## src/rtl/host_bus_responder.sv

```systemverilog
// Purpose: host-side cycle controller for the display controller's 8-bit data bus (pin block + 74LVC245).
// Latency: SYNC_STAGES clk input sync, SETTLE_CYCLES before sampling; wr_valid in the cycle sync'd CS release is seen.
// Backpressure: reads wait up to RD_TIMEOUT clk for rd_ack, then return 8'hFF and set sticky err_timeout.
// Optional feature: define HOST_BUS_STATUS_EN to map address {ADDR_W{1'b1}} to a local status register.
module host_bus_responder #(
    parameter int ADDR_W        = 4,
    parameter int SYNC_STAGES   = 2,
    parameter int SETTLE_CYCLES = 2,
    parameter int RD_TIMEOUT    = 8
) (
    input  logic              clk,
    input  logic              nrst,
    input  logic              host_cs_n,
    input  logic              host_rw,
    input  logic [ADDR_W-1:0] host_addr,
    input  logic [7:0]        bus_in,
    output logic [7:0]        bus_out,
    output logic              bus_oe,
    output logic              xcvr_dir,
    output logic              xcvr_oe_n,
    output logic              wr_valid,
    output logic [ADDR_W-1:0] wr_addr,
    output logic [7:0]        wr_data,
    output logic              rd_req,
    output logic [ADDR_W-1:0] rd_addr,
    input  logic [7:0]        rd_data,
    input  logic              rd_ack,
    output logic              busy,
    output logic              err_timeout
);

    localparam int SET_W = (SETTLE_CYCLES > 1) ? $clog2(SETTLE_CYCLES) : 1;
    localparam int TO_W  = (RD_TIMEOUT > 1) ? $clog2(RD_TIMEOUT) : 1;
    localparam logic [SET_W-1:0] SET_LOAD = SET_W'(SETTLE_CYCLES - 1);
    localparam logic [TO_W-1:0]  TO_LOAD  = TO_W'(RD_TIMEOUT - 1);

    localparam logic [2:0] ST_IDLE     = 3'd0;
    localparam logic [2:0] ST_SETTLE   = 3'd1;
    localparam logic [2:0] ST_WR_HOLD  = 3'd2;
    localparam logic [2:0] ST_RD_WAIT  = 3'd3;
    localparam logic [2:0] ST_RD_DRIVE = 3'd4;
    localparam logic [2:0] ST_RECOVER  = 3'd5;

    // Synchroniser chains; index SYNC_STAGES-1 is the synchronised output.
    logic [SYNC_STAGES-1:0] r_cs_sync;
    logic [SYNC_STAGES-1:0] r_rw_sync;
    logic [ADDR_W-1:0]      r_addr_sync [SYNC_STAGES];

    logic              w_cs_s;
    logic              w_rw_s;
    logic [ADDR_W-1:0] w_addr_s;

    logic [2:0]        r_state;
    logic              r_cyc_rw;
    logic [SET_W-1:0]  r_settle_cnt;
    logic [TO_W-1:0]   r_to_cnt;
    logic [ADDR_W-1:0] r_wr_addr;
    logic [7:0]        r_wr_data;
    logic [ADDR_W-1:0] r_rd_addr;
    logic              r_rd_req;
    logic [7:0]        r_bus_out;
    logic              r_bus_oe;
    logic              r_xcvr_dir;
    logic              r_xcvr_oe_n;
    logic              r_err;

    // Hooks for the local status register; tie-offs when it is not built.
    logic              w_addr_is_stat;
    logic              w_wr_stat;
    logic              w_ack;
    logic [7:0]        w_rdata;

    assign w_cs_s   = r_cs_sync[SYNC_STAGES-1];
    assign w_rw_s   = r_rw_sync[SYNC_STAGES-1];
    assign w_addr_s = r_addr_sync[SYNC_STAGES-1];

    // Bring the asynchronous host strobes into the clk domain; CS idles high.
    always_ff @(posedge clk or negedge nrst) begin
        if (!nrst) begin
            r_cs_sync <= '1;
            r_rw_sync <= '0;
            for (int i = 0; i < SYNC_STAGES; i++) begin
                r_addr_sync[i] <= '0;
            end
        end else begin
            r_cs_sync      <= {r_cs_sync[SYNC_STAGES-2:0], host_cs_n};
            r_rw_sync      <= {r_rw_sync[SYNC_STAGES-2:0], host_rw};
            r_addr_sync[0] <= host_addr;
            for (int i = 1; i < SYNC_STAGES; i++) begin
                r_addr_sync[i] <= r_addr_sync[i-1];
            end
        end
    end

`ifdef HOST_BUS_STATUS_EN
    localparam logic [ADDR_W-1:0] STAT_ADDR = '1;

    logic       r_busy_seen;
    logic       r_wr_stat;
    logic       r_stat_rd;
    logic [5:0] r_wr_count;
    logic       w_settle_done;
    logic       w_abort;
    logic       w_stat_hit;

    assign w_addr_is_stat = (w_addr_s == STAT_ADDR);
    assign w_wr_stat      = r_wr_stat;
    assign w_ack          = rd_ack | r_stat_rd;
    assign w_rdata        = r_stat_rd ? {r_busy_seen, r_err, r_wr_count} : rd_data;
    assign w_settle_done  = (r_state == ST_SETTLE) && !w_cs_s && (r_settle_cnt == '0);
    assign w_abort        = ((r_state == ST_SETTLE) || (r_state == ST_RD_WAIT)) && w_cs_s;
    assign w_stat_hit     = (r_state == ST_RD_WAIT) && !w_cs_s && r_stat_rd;

    // Status bookkeeping: which cycle targets the status address, aborts seen, writes counted.
    always_ff @(posedge clk or negedge nrst) begin
        if (!nrst) begin
            r_busy_seen <= 1'b0;
            r_wr_stat   <= 1'b0;
            r_stat_rd   <= 1'b0;
            r_wr_count  <= '0;
        end else begin
            if (w_settle_done) begin
                r_wr_stat <= !r_cyc_rw && w_addr_is_stat;
                r_stat_rd <= r_cyc_rw && w_addr_is_stat;
            end else if (r_state == ST_RECOVER) begin
                r_wr_stat <= 1'b0;
                r_stat_rd <= 1'b0;
            end
            if (w_abort) begin
                r_busy_seen <= 1'b1;
            end else if (w_stat_hit) begin
                r_busy_seen <= 1'b0;
            end
            if (wr_valid) begin
                r_wr_count <= r_wr_count + 6'd1;
            end
        end
    end
`else
    assign w_addr_is_stat = 1'b0;
    assign w_wr_stat      = 1'b0;
    assign w_ack          = rd_ack;
    assign w_rdata        = rd_data;
`endif

    // Cycle FSM; pin controls are registered alongside the state they belong to.
    always_ff @(posedge clk or negedge nrst) begin
        if (!nrst) begin
            r_state      <= ST_IDLE;
            r_cyc_rw     <= 1'b0;
            r_settle_cnt <= '0;
            r_to_cnt     <= '0;
            r_wr_addr    <= '0;
            r_wr_data    <= '0;
            r_rd_addr    <= '0;
            r_rd_req     <= 1'b0;
            r_bus_out    <= '0;
            r_bus_oe     <= 1'b0;
            r_xcvr_dir   <= 1'b0;
            r_xcvr_oe_n  <= 1'b1;
            r_err        <= 1'b0;
        end else begin
            r_rd_req <= 1'b0;
            case (r_state)
                ST_IDLE: begin
                    if (!w_cs_s) begin
                        r_cyc_rw     <= w_rw_s;
                        r_settle_cnt <= SET_LOAD;
                        r_state      <= ST_SETTLE;
                        // Reads turn the transceiver early but keep it disabled;
                        // writes enable it at once, direction stays host->FPGA.
                        if (w_rw_s) begin
                            r_xcvr_dir <= 1'b1;
                        end else begin
                            r_xcvr_oe_n <= 1'b0;
                        end
                    end
                end
                ST_SETTLE: begin
                    if (w_cs_s) begin
                        r_xcvr_oe_n <= 1'b1;
                        r_state     <= ST_RECOVER;
                    end else if (r_settle_cnt == '0) begin
                        if (!r_cyc_rw) begin
                            r_wr_addr <= w_addr_s;
                            r_wr_data <= bus_in;
                            r_state   <= ST_WR_HOLD;
                        end else begin
                            r_rd_addr <= w_addr_s;
                            r_rd_req  <= !w_addr_is_stat;
                            r_to_cnt  <= TO_LOAD;
                            r_state   <= ST_RD_WAIT;
                        end
                    end else begin
                        r_settle_cnt <= r_settle_cnt - 1'b1;
                    end
                end
                ST_WR_HOLD: begin
                    if (w_cs_s) begin
                        r_xcvr_oe_n <= 1'b1;
                        r_state     <= ST_RECOVER;
                        if (w_wr_stat) begin
                            r_err <= 1'b0;
                        end
                    end
                end
                ST_RD_WAIT: begin
                    // Host release beats everything; ack beats an expiring counter.
                    if (w_cs_s) begin
                        r_state <= ST_RECOVER;
                    end else if (w_ack) begin
                        r_bus_out   <= w_rdata;
                        r_bus_oe    <= 1'b1;
                        r_xcvr_oe_n <= 1'b0;
                        r_state     <= ST_RD_DRIVE;
                    end else if (r_to_cnt == '0) begin
                        r_bus_out   <= 8'hFF;
                        r_err       <= 1'b1;
                        r_bus_oe    <= 1'b1;
                        r_xcvr_oe_n <= 1'b0;
                        r_state     <= ST_RD_DRIVE;
                    end else begin
                        r_to_cnt <= r_to_cnt - 1'b1;
                    end
                end
                ST_RD_DRIVE: begin
                    if (w_cs_s) begin
                        r_bus_oe    <= 1'b0;
                        r_xcvr_oe_n <= 1'b1;
                        r_state     <= ST_RECOVER;
                    end
                end
                ST_RECOVER: begin
                    // Transceiver is already disabled here, so direction may flip back.
                    r_xcvr_dir <= 1'b0;
                    r_state    <= ST_IDLE;
                end
                default: begin
                    r_bus_oe    <= 1'b0;
                    r_xcvr_oe_n <= 1'b1;
                    r_state     <= ST_RECOVER;
                end
            endcase
        end
    end

    assign wr_valid    = (r_state == ST_WR_HOLD) && w_cs_s && !w_wr_stat;
    assign wr_addr     = r_wr_addr;
    assign wr_data     = r_wr_data;
    assign rd_req      = r_rd_req;
    assign rd_addr     = r_rd_addr;
    assign bus_out     = r_bus_out;
    assign bus_oe      = r_bus_oe;
    assign xcvr_dir    = r_xcvr_dir;
    assign xcvr_oe_n   = r_xcvr_oe_n;
    assign busy        = (r_state != ST_IDLE);
    assign err_timeout = r_err;

endmodule

```

## config.mk

```make
export PLATFORM = sky130hd
export DESIGN_NAME = host_bus_responder
export DESIGN_NICKNAME = d
export VERILOG_FILES = /design/src/rtl/host_bus_responder.sv
export SDC_FILE = /design/constraint.sdc
export NUM_CORES = 1
export LEC_CHECK = 0
export BUFFER_PORTS_ARGS = -buffer_cell sky130_fd_sc_hd__buf_2
export CAP_MARGIN = 40
export CORE_MARGIN = 3
export CORE_UTILIZATION = 46
export CTS_CLUSTER_DIAMETER = 60
export DETAILED_ROUTE_END_ITERATION = 10
export MAX_ROUTING_LAYER = met4
export PLACE_DENSITY = 0.75
export SKIP_LAST_GASP = 1
export SLEW_MARGIN = 5
export SYNTH_ARGS = -nofsm -noshare
export SYNTH_HDL_FRONTEND = slang
export SYNTH_SLANG_ARGS = --single-unit
```

## constraint.sdc

```tcl
create_clock -name clk -period 1.6 [get_ports clk]
set_clock_uncertainty 0.15 [all_clocks]
set_input_delay 0.08 -clock clk [delete_from_list [all_inputs] [get_ports clk]]
set_output_delay 0.08 -clock clk [all_outputs]
set_load 0.01 [all_outputs]
```

==> metrics.md, run 1 <==
| Metric | Value |
|---|---|
| Die Height | `roughly 72 um` |
| Final Wtd Congestion | `between 0.8 and 0.9` |
| Yosys warning total | `0` |
| ANT cells | `0` |
| Cells after Synth | `~160` |
| Status | `finished, violations left` |
| Placed Instance Area | `approximately 2600 um^2` |
| Final-report setup violation count | `26` |
| Reg2reg start | `r_state[2]` |
| Final instance area | `between 3000 and 4000 um^2` |
| Layout net count | `about 300` |
| Routed WL per cell | `15.09 um` |
| Via-per-instance ratio | `5.086` |
| Count of cell types in the netlist | `38` |
| CP required | `1.64 ns` |
| Share of power burned in registers | `between 30% and 40%` |
| RSZ-0062 raised after global routing | `true` |
| R2R depth | `4` |
| Total Wirelength | `between 4000 and 5000 um` |
| Post-DP HPWL | `around 3100 um` |
| Total vias in the final route | `~1.7k` |
| Antenna Nets Post-Route | `0` |
| Initial Utilization | `approximately half` |
| Internal Power | `about 3.4 mW` |
| Core Area | `4115 um^2` |
| Clock transition at path regs | `0.09 ns` |
| H-tree Lvls | `2` |
| All-Layer GR Usage | `20.04%` |
| Finished Core Util | `75.98%` |
| Place WS | `-0.1547 ns` |
| Crit start category | `register` |
| Root buffer cell | `clkbuf_8` |
| Hold slack | `~0.11 ns` |
| Busiest grt layer | `met2` |
| Critical path endpoint category | `register` |
| Most frequent cells in the layout | `buf_2 (55), dfrtp_1 (45), dlygate4sd3_1 (23)` |
| Global-route wire length before repair | `roughly 7700 um` |
| Share of cells above drive strength 1 | `between 50% and 60%` |
| Net Switching | `1.828 mW` |
| Clk network pwr share | `around 14%` |
| Met2 usage | `between 30 and 40%` |
| Top-area cell type share of the netlist area | `57.43%` |
| Vias in the first global route | `1650` |
| Post-synthesis sequential area ratio | `around three fifths` |
| Met1 usage | `around a quarter` |
| RR Endpoint | `rd_addr[2]` |
| Power per cell area | `between 1500 and 2000 nW/um^2` |
| Max-cap viol count | `0` |
| Synth Net Count | `190` |
| Failing checks | `negative setup slack` |
| IO Pins | `56` |
| CTS tree | `built` |
| Sw frac | `approximately a third` |
| Area grow syn2layout | `55.99%` |
| Maximum VDD drop | `between 0.8 and 0.9 mV` |
| Total gr overflow | `0` |
| I/O Buffers | `between 50 and 60` |
| Max_slew headroom | `between 60 and 70%` |
| Final period util | `106.7%` |
| Tot Pwr | `5.215 mW` |
| FMAX | `0.5858 GHz` |
| Cell Count Post-Placement | `approximately 290` |
| Mean area per synthesized cell | `12.30 um^2` |
| # rows | `23` |
| Tmin final | `1.707 ns` |
| CP Class | `register to register` |
| Initial DRC count | `just over 70` |
| Synth area leader | `dfrtp_1` |
| Top post-synthesis cells by area | `dfrtp_1 (57%), mux2_2 (10%), dfstp_2 (3.9%), o21ai_0 (3.0%), nor2_1 (2.6%)` |
| Die width | `72.01 um` |
| Clk_lat worst skew | `approximately 0.30 ns` |
| Initial antenna violation count | `0` |
| Largest net degree at the start of global routing | `32` |
| Min-Delay Path Class | `primary input to async pin` |
| Worst-margin pin slew | `between 0.4 and 0.5 ns` |
| Post-synthesis register bit count | `49` |
| Mapped Area | `~2000 um^2` |
| CP arrival | `approximately 1.8 ns` |
| TritonCTS Sinks | `about 50` |
| CP max FO | `6` |
| Setup TNS Final | `-1.474 ns` |
| Lkg Pwr | `around 1.5 nW` |
| GR Util met3 | `under 10%` |
| Final worst setup slack | `-0.1071 ns` |
| Logic pwr share | `roughly half` |
| Most common cell after layout, fill and taps aside | `buf_2` |
| Post-route insts no fill | `roughly 330` |
| CTS Buffer Depth | `2` |
| Final count of hold timing violations | `0` |
| Slew Limit Fails | `0` |
| First-pass DRT Iterations | `4` |
| Cts bufs inserted | `5` |
| R2R Setup Slk | `-0.11 ns` |
| DIE AREA | `between 5000 and 6000 um^2` |
| Remaining routing DRC violations | `0` |
[cell usage after synthesis]
| library cell | number |
|---|---|
| clkinv_1 | 1 |
| nor3b_1 | 1 |
| dfstp_2 | 3 |
| inv_1 | 6 |
| nor4_1 | 1 |
| clkbuf_1 | 4 |
| mux2_2 | 18 |
| and4bb_2 | 1 |
| or2_4 | 1 |
| mux2i_1 | 2 |
| nand2_1 | 12 |
| nor2_1 | 14 |
| a31oi_1 | 1 |
| o22ai_1 | 1 |
| o21ai_1 | 1 |
| dfrtp_1 | 46 |
| ha_1 | 2 |
| a21oi_1 | 4 |
| nor3_1 | 5 |
| or3_1 | 1 |
| nor4bb_1 | 1 |
| nand3b_1 | 1 |
| xor2_1 | 1 |
| o31a_1 | 1 |
| a31o_2 | 1 |
| buf_2 | 1 |
| a211oi_1 | 1 |
| nand2b_1 | 5 |
| o21bai_1 | 1 |
| nor2b_1 | 4 |
| xnor2_1 | 1 |
| o31ai_1 | 1 |
| a211o_1 | 2 |
| o21ai_0 | 12 |
| nor4b_4 | 1 |
| buf_4 | 1 |
| o32ai_1 | 2 |
| nor4_4 | 1 |
[layer usage]
metal / vias up / share of wire (%)
met4: 0 / 1.3
met2: 54 / 50
met3: 8 / 5.6
met5: - / 0
li1: 791 / -
met1: 800 / 43
[flip-flops by register name, indices dropped and copies added (netlist names), 2 cells and up]
| signal | count |
|---|---|
| wr_addr | 4 |
| bus_out | 8 |
| r_rw_sync | 2 |
| r_to_cnt | 3 |
| r_addr_sync | 4 |
| w_addr_s | 4 |
| rd_addr | 4 |
| r_state | 3 |
| wr_data | 8 |
| r_cs_sync | 2 |
[critical path, stage by stage (launching register included)]
cell	delay, ns
dfrtp_1	0.42
or2_4	0.29
nor4b_4	0.23
buf_6	0.17
mux2_2	0.34
[logic make-up after synthesis]
logic type / share of synthesized area, %
xor gates and xnor gates: 0.8741
AOI/OAI and AO/OA: 8.615
muxes: 11.11
buffers and inverters: 2.684
adders and majority gates: 1.248
DFF: 61.36
and+or+nand+nor: 14.11
[what timing repair did]
action,in CTS,in global routing
cloned,0,1
setup endpoints to repair,34,34
hold endpoints to repair,70,0
pin swaps,3,8
buffers inserted,4,4
hold buffers,23,0
gates resized for setup,23,14
[final cells by class]
type,count,area [um^2]
Sequential cell,49,1231
Tap cell,50,62.56
Multi-Input combinational cell,102,919.6
Fill cell,263,988.4
Inverter,7,26.28
Clock buffer,7,76.32
Clock inverter,1,8.758
Timing Repair Buffer,109,802.0
[worst max-delay path by stage]
stage | cells after the start | end | start
floorplan | 3 | rd_addr[0] | r_state[2]
global placement | 6 | r_state[2] | r_to_cnt[0]
detailed placement | 5 | bus_out[3] | r_to_cnt[0]
CTS | 5 | wr_valid | r_cs_sync[1]
global route | 5 | wr_valid | r_cs_sync[1]
finish | 4 | rd_addr[2] | r_state[2]
[power groups by stage]
stage               combinational [mW]  clock [mW]  sequential [mW]
floorplan                         1.07           0             2.16
global placement                  2.11           0             1.97
detailed placement                2.16           0             1.98
CTS                               2.40       0.739             1.98
global route                      2.72       0.797             2.04
finish                            2.51       0.724             1.98
(Power assumes the default switching activity.)
==> run 2, diff against run 1 <==
--- a/config.mk
+++ b/config.mk
@@ -7,6 +7,7 @@
 export LEC_CHECK = 0
 export BUFFER_PORTS_ARGS = -buffer_cell sky130_fd_sc_hd__buf_2
 export CAP_MARGIN = 40
+export CORE_ASPECT_RATIO = 0.5
 export CORE_MARGIN = 3
 export CORE_UTILIZATION = 46
 export CTS_CLUSTER_DIAMETER = 60
==> metrics.md, run 2 (synthesis results as in run 1) <==
| Metric | Value |
|---|---|
| Status | `finished, violations left` |
| Failing checks | `negative setup slack` |
| Lkg Pwr | `1.521 nW (+2.2%)` |
| Via-per-instance ratio | `5.329 (+4.8%)` |
| Final worst setup slack | `-0.1250 ns (-0.01796 ns)` |
| Crit start category | `register` |
| Routed WL per cell | `16.95 um (+12%)` |
| Initial Utilization | `49.57% (+0.86 points)` |
| Slowest CP cell | `dfrtp_1` |
| Hold slack | `0.1500 ns (+0.04052 ns)` |
| FMAX | `0.5797 GHz (-1.0%)` |
| Max-cap viol count | `0 (unchanged)` |
| Die width | `99.36 um (+38%)` |
| All-Layer GR Usage | `21.25% (+1.2 points)` |
| Final Wtd Congestion | `0.9104 (+2.7%)` |
| Fillers | `235 (-11%)` |
| H-tree Lvls | `2 (unchanged)` |
| Post-DP HPWL | `3166 um (+2.5%)` |
| Layout net count | `305 (+1.3%)` |
| Multi-input logic area | `902.1 um^2 (-1.9%)` |
| First-pass DRT Iterations | `4 (unchanged)` |
| RSZ-0062 raised after global routing | `true` |
| Core Area | `4044 um^2 (-1.7%)` |
| Initial DRC count | `86 (+19%)` |
| Tmin final | `1.725 ns (+0.01796 ns)` |
| CP max FO | `8 (+2)` |
| CP cell instances | `inv_2 > ha_4 > nor2b_4 > nor3b_4 > nand3b_1 > mux2_4` |
| Area grow syn2layout | `58.99%` |
| Maximum VDD drop | `0.9361 mV (+5.4%)` |
| Critical path endpoint category | `register` |
| Share of cells above drive strength 1 | `51.61% (+1.4 points)` |
| Most frequent cells in the layout | `buf_2 (55), dfrtp_1 (45), dlygate4sd3_1 (23)` |
| Final-report setup violation count | `24 (-7.7%)` |
| Min-Delay Path Class | `primary input to async pin` |
| Placed Instance Area | `2585 um^2 (unchanged)` |
| Final period util | `107.8% (+1.1 points)` |
| Tot Pwr | `5.496 mW (+5.4%)` |
| Slew Limit Fails | `0 (unchanged)` |
| Final count of hold timing violations | `0 (unchanged)` |
| Clock transition at path regs | `0.10 ns (about the same)` |
| CP max stage delay | `0.39 ns (-0.03 ns)` |
| DIE AREA | `5234 um^2 (+0.93%)` |
| Most common cell after layout, fill and taps aside | `buf_2` |
| # rows | `16 (-30%)` |
| CTS Buffer Depth | `2 (unchanged)` |
| Initial antenna violation count | `0 (unchanged)` |
| Worst-margin pin slew | `0.6074 ns (+0.1372 ns)` |
| Vias in the first global route | `1794 (+8.7%)` |
| CP Class | `register to register` |
| Total vias in the final route | `1780 (+7.7%)` |
| Total gr overflow | `0 (unchanged)` |
| Total Wirelength | `5661 um (+15%)` |
| CP required | `1.65 ns (about the same)` |
| Final instance area | `3187 um^2 (+1.9%)` |
| Power per cell area | `1725 nW/um^2 (+3.4%)` |
| I/O Buffers | `55 (unchanged)` |
| CTS tree | `built` |
| Largest net degree at the start of global routing | `27 (-16%)` |
| TritonCTS Sinks | `49 (unchanged)` |
| Register area | `1231 um^2 (unchanged)` |
| Max_slew headroom | `59.50% (-9.1 points)` |
| R2R depth | `6 (+2)` |
| IO Pins | `56 (unchanged)` |
| Remaining routing DRC violations | `0 (unchanged)` |
| Root buffer cell | `clkbuf_8` |
| Global-route wire length before repair | `8321 um (+7.5%)` |
| Die Height | `52.68 um (-27%)` |
| Clk_lat worst skew | `0.31 ns (about the same)` |
| CP arrival | `1.78 ns (+0.03 ns)` |
| Cts bufs inserted | `5 (unchanged)` |
| Antenna Nets Post-Route | `0 (unchanged)` |
run 2: worst max-delay path: cells and delay by family (launching register included):
family	cells	cell delay [ns]
fa+ha+maj	1	0.12
buf+inv	1	0.08
flops	1	0.39
mux	1	0.28
simple gates	3	0.58
run 2: worst paths after layout:
kind | from | end | slack, ns
max in group asynchronous | nrst | wr_addr[3] | 0.52
min in group clk | rd_ack | bus_out[7] | 0.18
min | nrst | bus_oe | 0.15
max | r_to_cnt[1] | r_state[0] | -0.13
max reg2reg | r_to_cnt[1] | r_state[0] | -0.13
min reg2reg | r_addr_sync[4] | w_addr_s[0] | 0.21
run 2: stage by stage:
step	setup WS, ns	std cells	util [%]	setup TNS (ns)
6_report	-0.1250	334	78.81	-1.615
5_1_grt	-0.1908	333	78.74	-3.163
2_1_floorplan	-0.1036	163	-	-1.129
4_1_cts	-0.1284	325	74.91	-1.750
3_5_place_dp	-0.1374	291	63.92	-2.617
3_3_place_gp	-0.1131	291	63.92	-1.184
run 2: routing by layer:
metal | up-vias | global-route usage [%] | wire length [um]
met4 | 0 | 7.483 | 175
met5 | - | - | 0
met2 | 77 | 37.44 | 2876
li1 | 798 | - | -
met1 | 883 | 24.47 | 2312
met3 | 22 | 4.914 | 297
run 2: what timing repair did:
item	in CTS	in global routing
endpoints found under the setup margin	34	34
cloned	0	2
hold endpoints to repair	43	0
hold buffers	23	0
setup buffers	3	6
gates resized for setup	21	25
pin swaps	4	12
run 2: final cells by class:
cell class | instances | share of cell area, %
antenna | 1 | 0.07852
clock buffer | 5 | 2.159
clock inverter | 3 | 1.060
inverter | 7 | 0.8245
multi-input combinational | 102 | 28.31
sequential | 49 | 38.63
tap | 54 | 2.120
timing repair buffer | 113 | 26.82
run 2: report_power, final:
part,total [mW],internal (mW),switching (mW)
clock network,0.792,0.326,0.466
registers,2.00,1.70,0.298
logic,2.71,1.49,1.22
total,5.50,3.51,1.98
